<file path="src/rtl/filt_reg_arbiter.sv">
// filt_reg_arbiter: round-robin arbiter that serialises register reads and
// writes from NREQ requesters onto the filter's single register-access bus.
// Every output is driven straight from a flop; no path from req_i reaches
// an output without passing through a register.
module filt_reg_arbiter #(
  parameter int NREQ   = 3,
  parameter int AWIDTH = 8,
  parameter int DWIDTH = 16
) (
  input  logic                     clk_i,
  input  logic                     rstn_i,
  input  logic [NREQ-1:0]          req_i,
  input  logic [NREQ-1:0]          req_wr_i,
  input  logic [NREQ*AWIDTH-1:0]   req_addr_i,
  input  logic [NREQ*DWIDTH-1:0]   req_wdata_i,
  output logic [NREQ-1:0]          ack_o,
  output logic [DWIDTH-1:0]        rsp_rdata_o,
  output logic                     busy_o,
  output logic                     acc_en_o,
  output logic                     wr_en_o,
  output logic [AWIDTH-1:0]        addr_o,
  output logic [DWIDTH-1:0]        wdata_o,
  input  logic [DWIDTH-1:0]        rdata_i
);

  localparam int IDXW = (NREQ > 1) ? $clog2(NREQ) : 1;

  typedef enum logic [1:0] {
    IDLE   = 2'd0,
    ACCESS = 2'd1,
    RWAIT  = 2'd2,
    DONE   = 2'd3
  } state_e;

  state_e              state_q, state_d;
  logic [IDXW-1:0]     last_q, last_d;
  logic [IDXW-1:0]     win_q, win_d;
  logic [NREQ-1:0]     ack_q, ack_d;
  logic [DWIDTH-1:0]   rsp_q, rsp_d;
  logic                busy_q, busy_d;
  logic                acc_en_q, acc_en_d;
  logic                wr_en_q, wr_en_d;
  logic [AWIDTH-1:0]   addr_q, addr_d;
  logic [DWIDTH-1:0]   wdata_q, wdata_d;

  logic                grant_valid_s;
  logic [IDXW-1:0]     grant_idx_s;
  logic [IDXW-1:0]     cand_idx_s;
  logic                hit_s;

  // Round-robin search: first requesting index above the last winner, wrapping.
  always_comb begin : arb_search
    int cand;
    cand          = 0;
    cand_idx_s    = '0;
    hit_s         = 1'b0;
    grant_valid_s = 1'b0;
    grant_idx_s   = '0;
    for (int i = 0; i < NREQ; i++) begin
      cand          = int'(last_q) + 1 + i;
      cand          = (cand >= NREQ) ? (cand - NREQ) : cand;
      cand_idx_s    = IDXW'(cand);
      hit_s         = !grant_valid_s && req_i[cand_idx_s];
      grant_idx_s   = hit_s ? cand_idx_s : grant_idx_s;
      grant_valid_s = grant_valid_s | hit_s;
    end
  end

  // Next-state and next-output logic; bus strobes default low every cycle.
  always_comb begin
    state_d  = state_q;
    last_d   = last_q;
    win_d    = win_q;
    rsp_d    = rsp_q;
    addr_d   = addr_q;
    wdata_d  = wdata_q;
    acc_en_d = 1'b0;
    wr_en_d  = 1'b0;
    ack_d    = '0;
    busy_d   = 1'b0;

    case (state_q)
      IDLE: begin
        if (grant_valid_s) begin
          // Latch the winner's access straight into the bus output flops.
          state_d  = ACCESS;
          win_d    = grant_idx_s;
          last_d   = grant_idx_s;
          acc_en_d = 1'b1;
          wr_en_d  = req_wr_i[grant_idx_s];
          addr_d   = req_addr_i[grant_idx_s*AWIDTH +: AWIDTH];
          wdata_d  = req_wdata_i[grant_idx_s*DWIDTH +: DWIDTH];
        end else begin
          state_d  = IDLE;
        end
      end
      ACCESS: begin
        // wr_en_q still holds the latched direction during the strobe cycle.
        state_d = wr_en_q ? DONE : RWAIT;
      end
      RWAIT: begin
        rsp_d   = rdata_i;
        state_d = DONE;
      end
      DONE: begin
        state_d = IDLE;
      end
      default: begin
        state_d = IDLE;
      end
    endcase

    ack_d[win_q] = (state_d == DONE);
    busy_d       = (state_d != IDLE);
  end

  // State and registered-output flops; reset parks the pointer so requester 0 wins first.
  always_ff @(posedge clk_i or negedge rstn_i) begin
    if (!rstn_i) begin
      state_q  <= IDLE;
      last_q   <= IDXW'(NREQ - 1);
      win_q    <= '0;
      ack_q    <= '0;
      rsp_q    <= '0;
      busy_q   <= 1'b0;
      acc_en_q <= 1'b0;
      wr_en_q  <= 1'b0;
      addr_q   <= '0;
      wdata_q  <= '0;
    end else begin
      state_q  <= state_d;
      last_q   <= last_d;
      win_q    <= win_d;
      ack_q    <= ack_d;
      rsp_q    <= rsp_d;
      busy_q   <= busy_d;
      acc_en_q <= acc_en_d;
      wr_en_q  <= wr_en_d;
      addr_q   <= addr_d;
      wdata_q  <= wdata_d;
    end
  end

  assign ack_o       = ack_q;
  assign rsp_rdata_o = rsp_q;
  assign busy_o      = busy_q;
  assign acc_en_o    = acc_en_q;
  assign wr_en_o     = wr_en_q;
  assign addr_o      = addr_q;
  assign wdata_o     = wdata_q;

endmodule

</file>
<file path="config.mk">
export PLATFORM = sky130hd
export DESIGN_NAME = filt_reg_arbiter
export DESIGN_NICKNAME = d
export VERILOG_FILES = /design/src/rtl/filt_reg_arbiter.sv
export SDC_FILE = /design/constraint.sdc
export NUM_CORES = 1
export LEC_CHECK = 0
export ABC_AREA = 1
export CORE_AREA = 2 2 92 94
export DETAILED_ROUTE_END_ITERATION = 10
export DIE_AREA = 0 0 94 96
export PLACE_DENSITY = 0.78
export SLEW_MARGIN = 0
export SYNTH_ARGS = -nofsm -noshare
export SYNTH_HDL_FRONTEND = slang
export SYNTH_SLANG_ARGS = --single-unit
</file>
<file path="constraint.sdc">
create_clock -name clk_i -period 4 [get_ports clk_i]
set_clock_uncertainty 0.1 [all_clocks]
set_input_delay 0.8 -clock clk_i [delete_from_list [all_inputs] [get_ports clk_i]]
set_output_delay 0.8 -clock clk_i [all_outputs]
set_load 0.01 [all_outputs]
</file>
After elaboration in Yosys (flattened, before gate mapping)
Cells that the tools add are included.
{"block": "classes", "n_eq_ne": 4, "n_mux": 23, "magnitude_cmp": 9, "n_shift": 2, "add_sub_neg": 6, "bitwise": 3, "n_reduce_logical": 8}
{"op": "48-bit by 7-bit variable part select with 16-bit output", "n": 1}
{"op": "24-bit by 6-bit variable part select with 8-bit output", "n": 1}
{"op": "2-bit by 3-bit < comparator with 1-bit output (second input constant)", "n": 5}
{"op": "2-bit 2-to-1 mux", "n": 6}
{"op": "1-bit 2-to-1 mux", "n": 11}
{"op": "1-bit binary-select mux with 2-bit select", "n": 4}
{"op": "4-bit by 2-bit >= comparator with 1-bit output (second input constant)", "n": 2}
{"op": "2-bit one-hot mux with 4 select lines", "n": 1}
{"op": "2-bit == test (second input constant)", "n": 3}
{"op": "2-bit subtractor (second input constant)", "n": 3}
{"op": "3-bit by 1-bit adder with 4-bit output (second input constant)", "n": 1}
{"op": "3-bit by 2-bit adder with 4-bit output (second input constant)", "n": 1}
{"op": "2-bit by 1-bit adder with 3-bit output (second input constant)", "n": 1}
{"op": "3-bit AND", "n": 1}
{"op": "3-bit by 2-bit >= comparator with 1-bit output (second input constant)", "n": 1}
{"op": "1-bit logical AND", "n": 3}
{"op": "1-bit demux with 2-bit select", "n": 1}
{"op": "2-bit by 1-bit == test with 1-bit output (second input constant)", "n": 1}
{"op": "2-bit by 1-bit >= comparator with 1-bit output (second input constant)", "n": 1}
{"op": "1-bit logical NOT", "n": 2}
{"op": "2-bit logical NOT", "n": 1}
{"op": "1-bit OR", "n": 2}
{"op": "2-bit AND reduction", "n": 1}
{"op": "2-bit nonzero test", "n": 1}
{"block": "word_totals", "output_inout_bits": 46, "register_bits": 52, "wordCells": 65, "inputBits": 96}

Longest topological paths before layout
Gate-level depths: netlist of run 1.
{"block": "depth", "ltp_word": 15, "mapped_depth": 16, "depth_no_buf": 14}

Worst setup path before layout of run 1
Ideal clock, no wire load.
{"block": "synth_timing", "kind": "register -> register", "startpoint": "register last_q[1]", "endpoint": "register addr_q[0], in the netlist addr_o[0]", "t_arrival_ns": 2.049, "setup_slack_ns": 1.729, "stages_incl_launch_ff": 16, "setup_ns": 0.122, "n_path_buf": 3, "path_cell_list": "dfstp_2 inv_1 ha_1 buf_6 nor2_2 nor2_4 nand2_2 nand3_2 inv_2 nand2_2 nand2_2 nand2_2 buf_6 buf_6 o211ai_2 nand2_1"}
{"block": "synth_between", "elab_chain_cells": 12, "word_cells_on_any_way": 29}
{"item": "from (decl)", "line_no": "36", "rtl": "logic [IDXW-1:0] last_q, last_d;"}
{"item": "from (signal assigned)", "line_no": "121", "rtl": "last_q <= IDXW'(NREQ - 1);"}
{"item": "from (signal assigned)", "line_no": "132", "rtl": "last_q <= last_d;"}
{"item": "2-bit by 1-bit adder with 3-bit output (*)", "line_no": "60", "rtl": "cand = int'(last_q) + 1 + i;"}
{"item": "3-bit by 1-bit adder with 4-bit output (tied with other cells)", "line_no": "60"}
{"item": "4-bit by 2-bit >= comparator with 1-bit output (tied with other cells)", "line_no": "61", "rtl": "cand = (cand >= NREQ) ? (cand - NREQ) : cand;"}
{"item": "2-bit 2-to-1 mux / 1-bit binary-select mux with 2-bit select (equally long branches)", "line_no": "61, 63"}
{"item": "1-bit binary-select mux with 2-bit select / 1-bit 2-to-1 mux (equally long branches)", "line_no": "63", "rtl": "hit_s = !grant_valid_s && req_i[cand_idx_s];"}
{"item": "1-bit 2-to-1 mux (implied by the code) / 1-bit logical NOT (equally long branches)", "line_no": "63"}
{"item": "1-bit logical AND", "line_no": "63"}
{"item": "1-bit OR", "line_no": "65", "rtl": "grant_valid_s = grant_valid_s | hit_s;"}
{"item": "1-bit logical NOT", "line_no": "63"}
{"item": "1-bit logical AND", "line_no": "63"}
{"item": "2-bit 2-to-1 mux / 1-bit OR (equally long branches)", "line_no": "64, 65"}
{"item": "24-bit by 6-bit variable part select with 8-bit output / 2-bit AND reduction (equally long branches)"}
{"item": "to (signal assigned)", "line_no": "139", "rtl": "addr_q <= addr_d;"}
{"item": "to (decl)", "line_no": "43", "rtl": "logic [AWIDTH-1:0] addr_q, addr_d;"}
Every way passes the cells marked *; elsewhere a longest branch is shown, timed or not. The select of a mux whose other input is x is not followed.
A chain may end at the register's enable or synchronous reset.

Worst setup path after layout of run 1
{"block": "layout_timing", "startpoint": "register last_q[0]", "endpoint": "register wdata_q[9], in the netlist wdata_o[9]"}
{"block": "layout_between", "elab_chain_cells": 12, "word_cells_on_any_way": 29}
{"item": "2-bit by 1-bit adder with 3-bit output (*)", "line_no": "60"}
{"item": "3-bit by 1-bit adder with 4-bit output (tied with other cells)", "line_no": "60"}
{"item": "4-bit by 2-bit >= comparator with 1-bit output (tied with other cells)", "line_no": "61"}
{"item": "2-bit 2-to-1 mux / 1-bit binary-select mux with 2-bit select (equally long branches)", "line_no": "61, 63"}
{"item": "1-bit binary-select mux with 2-bit select / 1-bit 2-to-1 mux (equally long branches)", "line_no": "63"}
{"item": "1-bit 2-to-1 mux (implied by the code) / 1-bit logical NOT (equally long branches)", "line_no": "63"}
{"item": "1-bit logical AND", "line_no": "63"}
{"item": "1-bit OR", "line_no": "65"}
{"item": "1-bit logical NOT", "line_no": "63"}
{"item": "1-bit logical AND", "line_no": "63"}
{"item": "2-bit 2-to-1 mux / 1-bit OR (equally long branches)", "line_no": "64, 65"}
{"item": "48-bit by 7-bit variable part select with 16-bit output / 2-bit AND reduction (equally long branches)"}
{"item": "to (signal assigned)", "line_no": "140", "rtl": "wdata_q <= wdata_d;"}
{"item": "to (decl)", "line_no": "44", "rtl": "logic [DWIDTH-1:0] wdata_q, wdata_d;"}
Marks and branches as above.

==> results by group, run 1 <==
Outcome
  – Status: complete, no violations

Finish
  – N_diodes: 0
  – Register area: between 1000 and 1500 µm²
  – Nets@finish: 602
  – Finished Layout Cells: 605
  – Layout cells sized above 1: 17.0%
  – Final core occ: 57.7%
  – Area grow syn2layout: 48.9%
  – Fill cells: 717
  – Fin area: about 4600 µm²
  – Multi-input gate area: 1430 µm²

GRT
  – Total track usage: 17.0%
  – Initial antenna violation count: 0
  – First-pass GRT wire length: 12.1 mm
  – Vias in the first global route: roughly 2700
  – GRT Residual Overflow: 0
  – Largest net degree at the start of global routing: 52

Clock tree
  – Root Driver: clkbuf_8
  – Number of buffers created by CTS: 5
  – Post-CTS Setup Inserts: 0
  – Sink Count: 51
  – Clock transition at path regs: 100 ps
  – H-tree Lvls: 2
  – CTS max path bufs: 2
  – Hold-fix buffers, CTS: 0
  – CTS tree: built
  – Later-pin clock latency in the skew report: ~300 ps
  – Post-cts resize count: 0

Synth
  – Synth top area share: 40.1%
  – Largest family of logic cells by synthesized area: simple AND/OR/NAND/NOR gates
  – Post-Syn Nets: 467
  – Most common cell in the netlist: nand2_1
  – Ys flop type: dfrtp_1
  – Syn Std Cell Area: 3120 µm²
  – Mapped Cells: ~360
  – Compound-Gate Fraction of Synth Area: 11.6%
  – Synth area leaders: dfrtp_1, nand2_1, o211ai_2
  – Simple-gate area share of the yosys netlist: 25.7%
  – Leading area contributor after synthesis: dfrtp_1
  – Post-synth EDFFs: 0
  – Post-Synth XOR/XNOR Area: 0%
  – Seq/Total Area, Yosys: a little over 40%
  – Cell variety after synth: 32
  – Async SR Flop Fraction: 100%
  – Avg Cell Area, Syn: 8.58 µm²
  – Top post-synthesis cells by count: nand2_1, inv_1, dfrtp_1
  – Ys Warns: 0
  – Mux cell area share after synthesis: 5.77%
  – Adder-Cell Fraction of Synth Area: 2.80%
  – Post-synthesis register bit count: 51

Worst setup path
  – Reg2reg start: last_q[0]
  – Crit path capture type: flip-flop
  – Req. time, crit path: approximately 4000 ps
  – Critical Path Max Stage Delay: about 700 ps
  – Critical path cell sequence: inv_1, ha_1, inv_4, nand2_2, nand3_2, nand2_2, nand2_2, nor2_2, nand2_2, nand2_2, nand2_1, o211ai_2, nand2_1
  – Worst setup SP type: flip-flop
  – Bufs and invs on worst path: 2
  – Top Family by Delay on Critical Path: simple AND/OR/NAND/NOR gates
  – Worst Setup Path Type: flip-flop to flip-flop
  – Most used cell, CP: nand2_2
  – Worst Reg-to-Reg Cells: 13
  – WP data arrival: roughly 3300 ps
  – Reg2Reg Setup Slack: roughly 830 ps
  – Worst flop-to-flop path endpoint: wdata_o[9]
  – CP Max Fanout: 45
  – CP max-delay cell: nand2_2

Placed design
  – Cell Area, Placed: roughly 4500 µm²
  – Placed Cells: 597
  – GPL Wtd Cong: 0.859
  – DP Wirelength: 5.96 mm
  – PortBufs: 141

Worst hold path
  – Hold path startpoint: win_q[1]
  – Worst Hold End: ack_o[1]
  – Hold depth: 1
  – Worst hold path type: flip-flop to flip-flop

Drt
  – Vias per cell: roughly 4.6
  – Detailed-route via count: about 2800
  – Routed Antenna Nets: 0
  – Routed len/inst: 12.9 µm
  – 1st-pass router iterations: 4
  – DRC viols: 0
  – WL final: 7.80 mm
  – Detailed router's first-iteration violation count: 104

Timing
  – Final TNS setup: 0 ps
  – Peak Freq: about 320 MHz
  – Worst-margin pin slew: around 1100 ps
  – Tcrit/Tclk final: 79.4%
  – Fin. Hold Viols: 0
  – Max Transition Viols Final: 0
  – RSZ-0062 raised after global routing: no
  – Setup violations, final: 0
  – Crit path time final: 3170 ps
  – Slew margin rel.: 25.4%

Floorplan
  – Chip height: 96 µm
  – Row count: 33
  – Boundary Pins: roughly 140
  – Full die area: 9020 µm²
  – Placeable Area: 8050 µm²
  – Width of the chip: 94 µm
  – Initial cell density of the core: between 30% and 40%

Pwr
  – Pwr/cell area: between 800 and 900 nW/µm²
  – Switch share: 47.0%
  – Peak supply drop: 0.000612 V
  – Logic pwr share: roughly two thirds
  – Sequential share of power: 22.6%
  – Tot Pwr: approximately 4.0 mW
  – Pint: 2.14 mW
  – P_sw: 1.90 mW
  – Leakage: 2.21 nW
  – Clock group share of total power: 8.8%

Flow run
  – MaxCap Viol Count: 0
cells in the final DEF (no fill, tap or decap), types with 2 or more instances in the layout:
cell type        Yosys  routed
clkdlybuf4s50_1      0     140
nand2_1            114     114
inv_1               55      55
dfrtp_1             50      50
nand3_1             24      24
o211ai_2            20      20
mux2_2              16      16
nand3_2             12      12
nand2_2              9       9
o21ai_0              7       7
ha_1                 7       7
inv_2                5       5
clkbuf_8             0       5
a21oi_1              4       4
nor3_1               3       3
nor2_1               3       3
clkinv_1             3       3
buf_4                1       3
inv_4                2       2
nor2_2               2       2
nor2_4               2       2
o211ai_1             2       2
worst register-to-register path: cells and delay by family, from the launching register on:
| kind | cells | cell delay [ps] |
|---|---|---|
| compound gates | 1 | 120 |
| fa+ha+maj | 1 | 550 |
| buf+inv | 2 | 260 |
| flops | 1 | 450 |
| simple gates | 9 | 1600 |
layer usage:
metal	routed length (µm)	GRT usage (%)	vias to the layer above
met5	0	0	-
met4	125	4.95	0
met3	621	3.99	12
met2	3820	29.6	122
met1	3230	21.2	1240
li1	-	-	1400
worst max path at each step:
stage,depth (start not counted),start,endpoint,slack [ps]
global route,13,last_q[0],addr_o[6],530
floorplan,15,last_q[1],addr_o[0],1730
CTS,13,last_q[0],wdata_o[8],840
detailed placement,12,req_i[2],addr_o[6],730
global placement,12,req_i[2],wdata_o[1],840
finish,13,last_q[0],wdata_o[9],830
power by group through the flow:
stage / Sequential (mW) / Combinational (mW) / Clock (mW)
2_1_floorplan: 1.02 / 2.00 / 0
3_3_place_gp: 0.914 / 2.73 / 0
3_5_place_dp: 0.926 / 2.80 / 0
4_1_cts: 0.918 / 2.81 / 0.367
5_1_grt: 0.945 / 3.08 / 0.386
6_report: 0.915 / 2.77 / 0.356
registers in the layout, indices dropped and copies added (netlist names):
signal	cells
win_q	1
ack_o	3
busy_o	1
wdata_o	16
last_q	2
rsp_rdata_o	16
addr_o	8
state_q	2
wr_en_o	1
acc_en_o	1
kinds of logic after synthesis:
kind of cell,count (synthesis)
flip-flops,51
buffers and inverters,82
AO/OA/AOI/OAI,37
adder cells (fa/ha/maj),7
AND/OR/NAND/NOR,171
multiplexers,16
layout make-up:
cell class,instances,area share (%)
Clock buffer,6,1.56
Multi-Input combinational cell,231,30.8
Clock inverter,2,0.807
Timing Repair Buffer,145,31.2
Tap cell,105,2.83
Inverter,65,5.36
Sequential cell,51,27.5
through the flow:
stage / setup slack, ps / hold slack (ps)
floorplan: 1730 / 331
global placement: 843 / 343
detailed placement: 734 / 349
CTS: 841 / 359
global route: 527 / 387
finish: 826 / 359
No activity file was read; power rests on OpenSTA's default activity.
==> inputs of run 2 (changes only) <==
--- a/config.mk
+++ b/config.mk
@@ -6,9 +6,9 @@
 export NUM_CORES = 1
 export LEC_CHECK = 0
 export ABC_AREA = 1
-export CORE_AREA = 2 2 92 94
+export CORE_AREA = 2 2 94 96
 export DETAILED_ROUTE_END_ITERATION = 10
-export DIE_AREA = 0 0 94 96
+export DIE_AREA = 0 0 96 98
 export PLACE_DENSITY = 0.78
 export SLEW_MARGIN = 0
 export SYNTH_ARGS = -nofsm -noshare
==> constraint.sdc (replaced) <==
create_clock -name clk_i -period 2.77 [get_ports clk_i]
set_clock_uncertainty 0.1 [all_clocks]
set_input_delay 0.554 -clock clk_i [delete_from_list [all_inputs] [get_ports clk_i]]
set_output_delay 0.554 -clock clk_i [all_outputs]
set_load 0.01 [all_outputs]
==> run 2 against run 1 <==
Hold slack got worse by 200 ps; non-clock buffer count rose by 7; sequential power rose by 45%.
==> results by group, run 2 (synthesis gave the netlist of run 1 again) <==
Worst setup path
  – CP Max Fanout: 12
  – Crit path capture type: flip-flop
  – Reg2reg start: last_q[1]
  – WP data arrival: about 2700 ps
  – Worst Setup Path Type: flip-flop to flip-flop
  – Reg2Reg Setup Slack: 180 ps
  – Worst setup SP type: flip-flop
  – Worst flop-to-flop path endpoint: wr_en_o
  – Worst Reg-to-Reg Cells: 13
  – Req. time, crit path: ~2900 ps

Drt
  – Vias per cell: 4.67
  – Routed len/inst: 13.5 µm
  – 1st-pass router iterations: 5
  – WL final: 8.29 mm
  – DRC viols: 0
  – Routed Antenna Nets: 0
  – Detailed-route via count: about 2900
  – Detailed router's first-iteration violation count: 78

Timing
  – Setup WS post-layout: 180 ps
  – Fin. Hold Viols: 0
  – Peak Freq: 386 MHz
  – Tcrit/Tclk final: 93.5%
  – Final TNS setup: 0 ps
  – Max Transition Viols Final: 0
  – Crit path time final: 2590 ps
  – Setup violations, final: 0
  – Slew margin rel.: 50.7%
  – Worst-margin pin slew: 739 ps
  – RSZ-0062 raised after global routing: no

Pwr
  – Pwr/cell area: ~1300 nW/µm²
  – Peak supply drop: just under 0.0008 V
  – Tot Pwr: just over 6 mW
  – Leakage: ~2.2 nW

Worst hold path
  – Worst hold path type: input pin to asynchronous set/reset pin

GRT
  – Vias in the first global route: 2914
  – Largest net degree at the start of global routing: 32
  – First-pass GRT wire length: 13.4 mm
  – GRT Residual Overflow: 0
  – Total track usage: 17.9%
  – Initial antenna violation count: 0

Clock tree
  – Post-cts resize count: 0
  – Root Driver: clkbuf_8
  – Sink Count: 51
  – H-tree Lvls: 2
  – CTS tree: built
  – Later-pin clock latency in the skew report: 290 ps
  – Post-CTS Setup Inserts: 0
  – Hold-fix buffers, CTS: 0
  – CTS max path bufs: 2
  – Clock transition at path regs: 90 ps
  – Number of buffers created by CTS: 5

Finish
  – Most frequent cells in the layout: clkdlybuf4s50_1, nand2_1, inv_1
  – Nets@finish: between 600 and 700
  – Commonest non-fill, non-tap cell in the layout: clkdlybuf4s50_1
  – N_diodes: 0
  – Area grow syn2layout: 51.1%
  – Fill cells: 733
  – Layout cells sized above 1: 18.4%

Floorplan
  – Row count: 34
  – Placeable Area: between 8000 and 9000 µm²
  – Boundary Pins: ~140
  – Width of the chip: 96 µm
  – Full die area: 9410 µm²
  – Initial cell density of the core: 36.9%
  – Chip height: 98 µm

Flow run
  – MaxCap Viol Count: 0

Placed design
  – PortBufs: 141
  – GPL Wtd Cong: 0.794
  – Pre-CTS worst setup slack: 124 ps
  – DP Wirelength: 6.55 mm

Outcome
  – Status: complete, no violations
-- run 2: changes by cell type in the layout (fill, tap and decap cells not counted) --
cell,change
ha_1,-1
buf_12,+1
inv_4,-1
inv_6,+1
buf_4,+6
clkbuf_1,-1
ha_2,+1
-- run 2: cell type report --
cell class / count / area (µm²) / share of cell area (%)
Timing Repair Buffer: 152 / 1510 / 32.1
Sequential cell: 51 / 1280 / 27.1
Tap cell: 108 / 135 / 2.86
Multi-Input combinational cell: 231 / 1440 / 30.4
Clock inverter: 2 / 37.5 / 0.795
Clock buffer: 5 / 68.8 / 1.46
Inverter: 65 / 251 / 5.33
-- run 2: stage by stage --
stage	area (µm²)	instances	util, %	hold slack [ps]
floorplan	3120	364	-	158
global placement	4610	607	54.4	347
detailed placement	4610	607	54.4	359
CTS	4710	614	55.7	176
global route	4720	614	55.7	192
finish	4720	614	55.7	156
-- run 2: how the worst max path moves through the flow --
| stage | startpoint | cells past startpoint | endpoint | slack, ps |
|---|---|---|---|---|
| 2_1_floorplan | last_q[1] | 15 | addr_o[0] | 500 |
| 3_3_place_gp | last_q[1] | 13 | wr_en_o | 270 |
| 3_5_place_dp | last_q[1] | 13 | addr_o[6] | 120 |
| 4_1_cts | last_q[1] | 13 | addr_o[6] | 100 |
| 5_1_grt | last_q[1] | 13 | addr_o[6] | 9 |
| 6_report | last_q[1] | 13 | wr_en_o | 180 |
-- run 2: where the power goes --
group | internal (mW) | switching, mW | total [mW]
registers | 1.13 | 0.195 | 1.33
logic | 1.86 | 2.42 | 4.28
clock network | 0.264 | 0.231 | 0.495
total | 3.26 | 2.84 | 6.10
-- run 2: routing by layer --
metal  GRT usage (%)  routed length [µm]  vias up
li1                -                   -     1420
met1            21.4                3390     1324
met2            32.0                4220      117
met3            4.24                 638        6
met4            4.18                  49        0
met5               0                   0        -
-- run 2: worst max-delay path: stages (launching register included) --
cell and delay [ps]:
dfstp_2 550, inv_1 70, ha_2 460, nand2_1 140, nand2_1 120, nand2_2 80
nand2_2 110, nor2_2 70, nand2_2 80, nand2_4 90, nor2_4 90, buf_4 240
inv_1 70, o21ai_0 230
==> inputs of run 3 (changes only) <==
--- a/config.mk
+++ b/config.mk
@@ -14,3 +14,4 @@
 export SYNTH_ARGS = -nofsm -noshare
 export SYNTH_HDL_FRONTEND = slang
 export SYNTH_SLANG_ARGS = --single-unit
+export TNS_END_PERCENT = 20
==> results of run 3 <==
The final DEF is identical to that of run 2; final timing and power are the same.
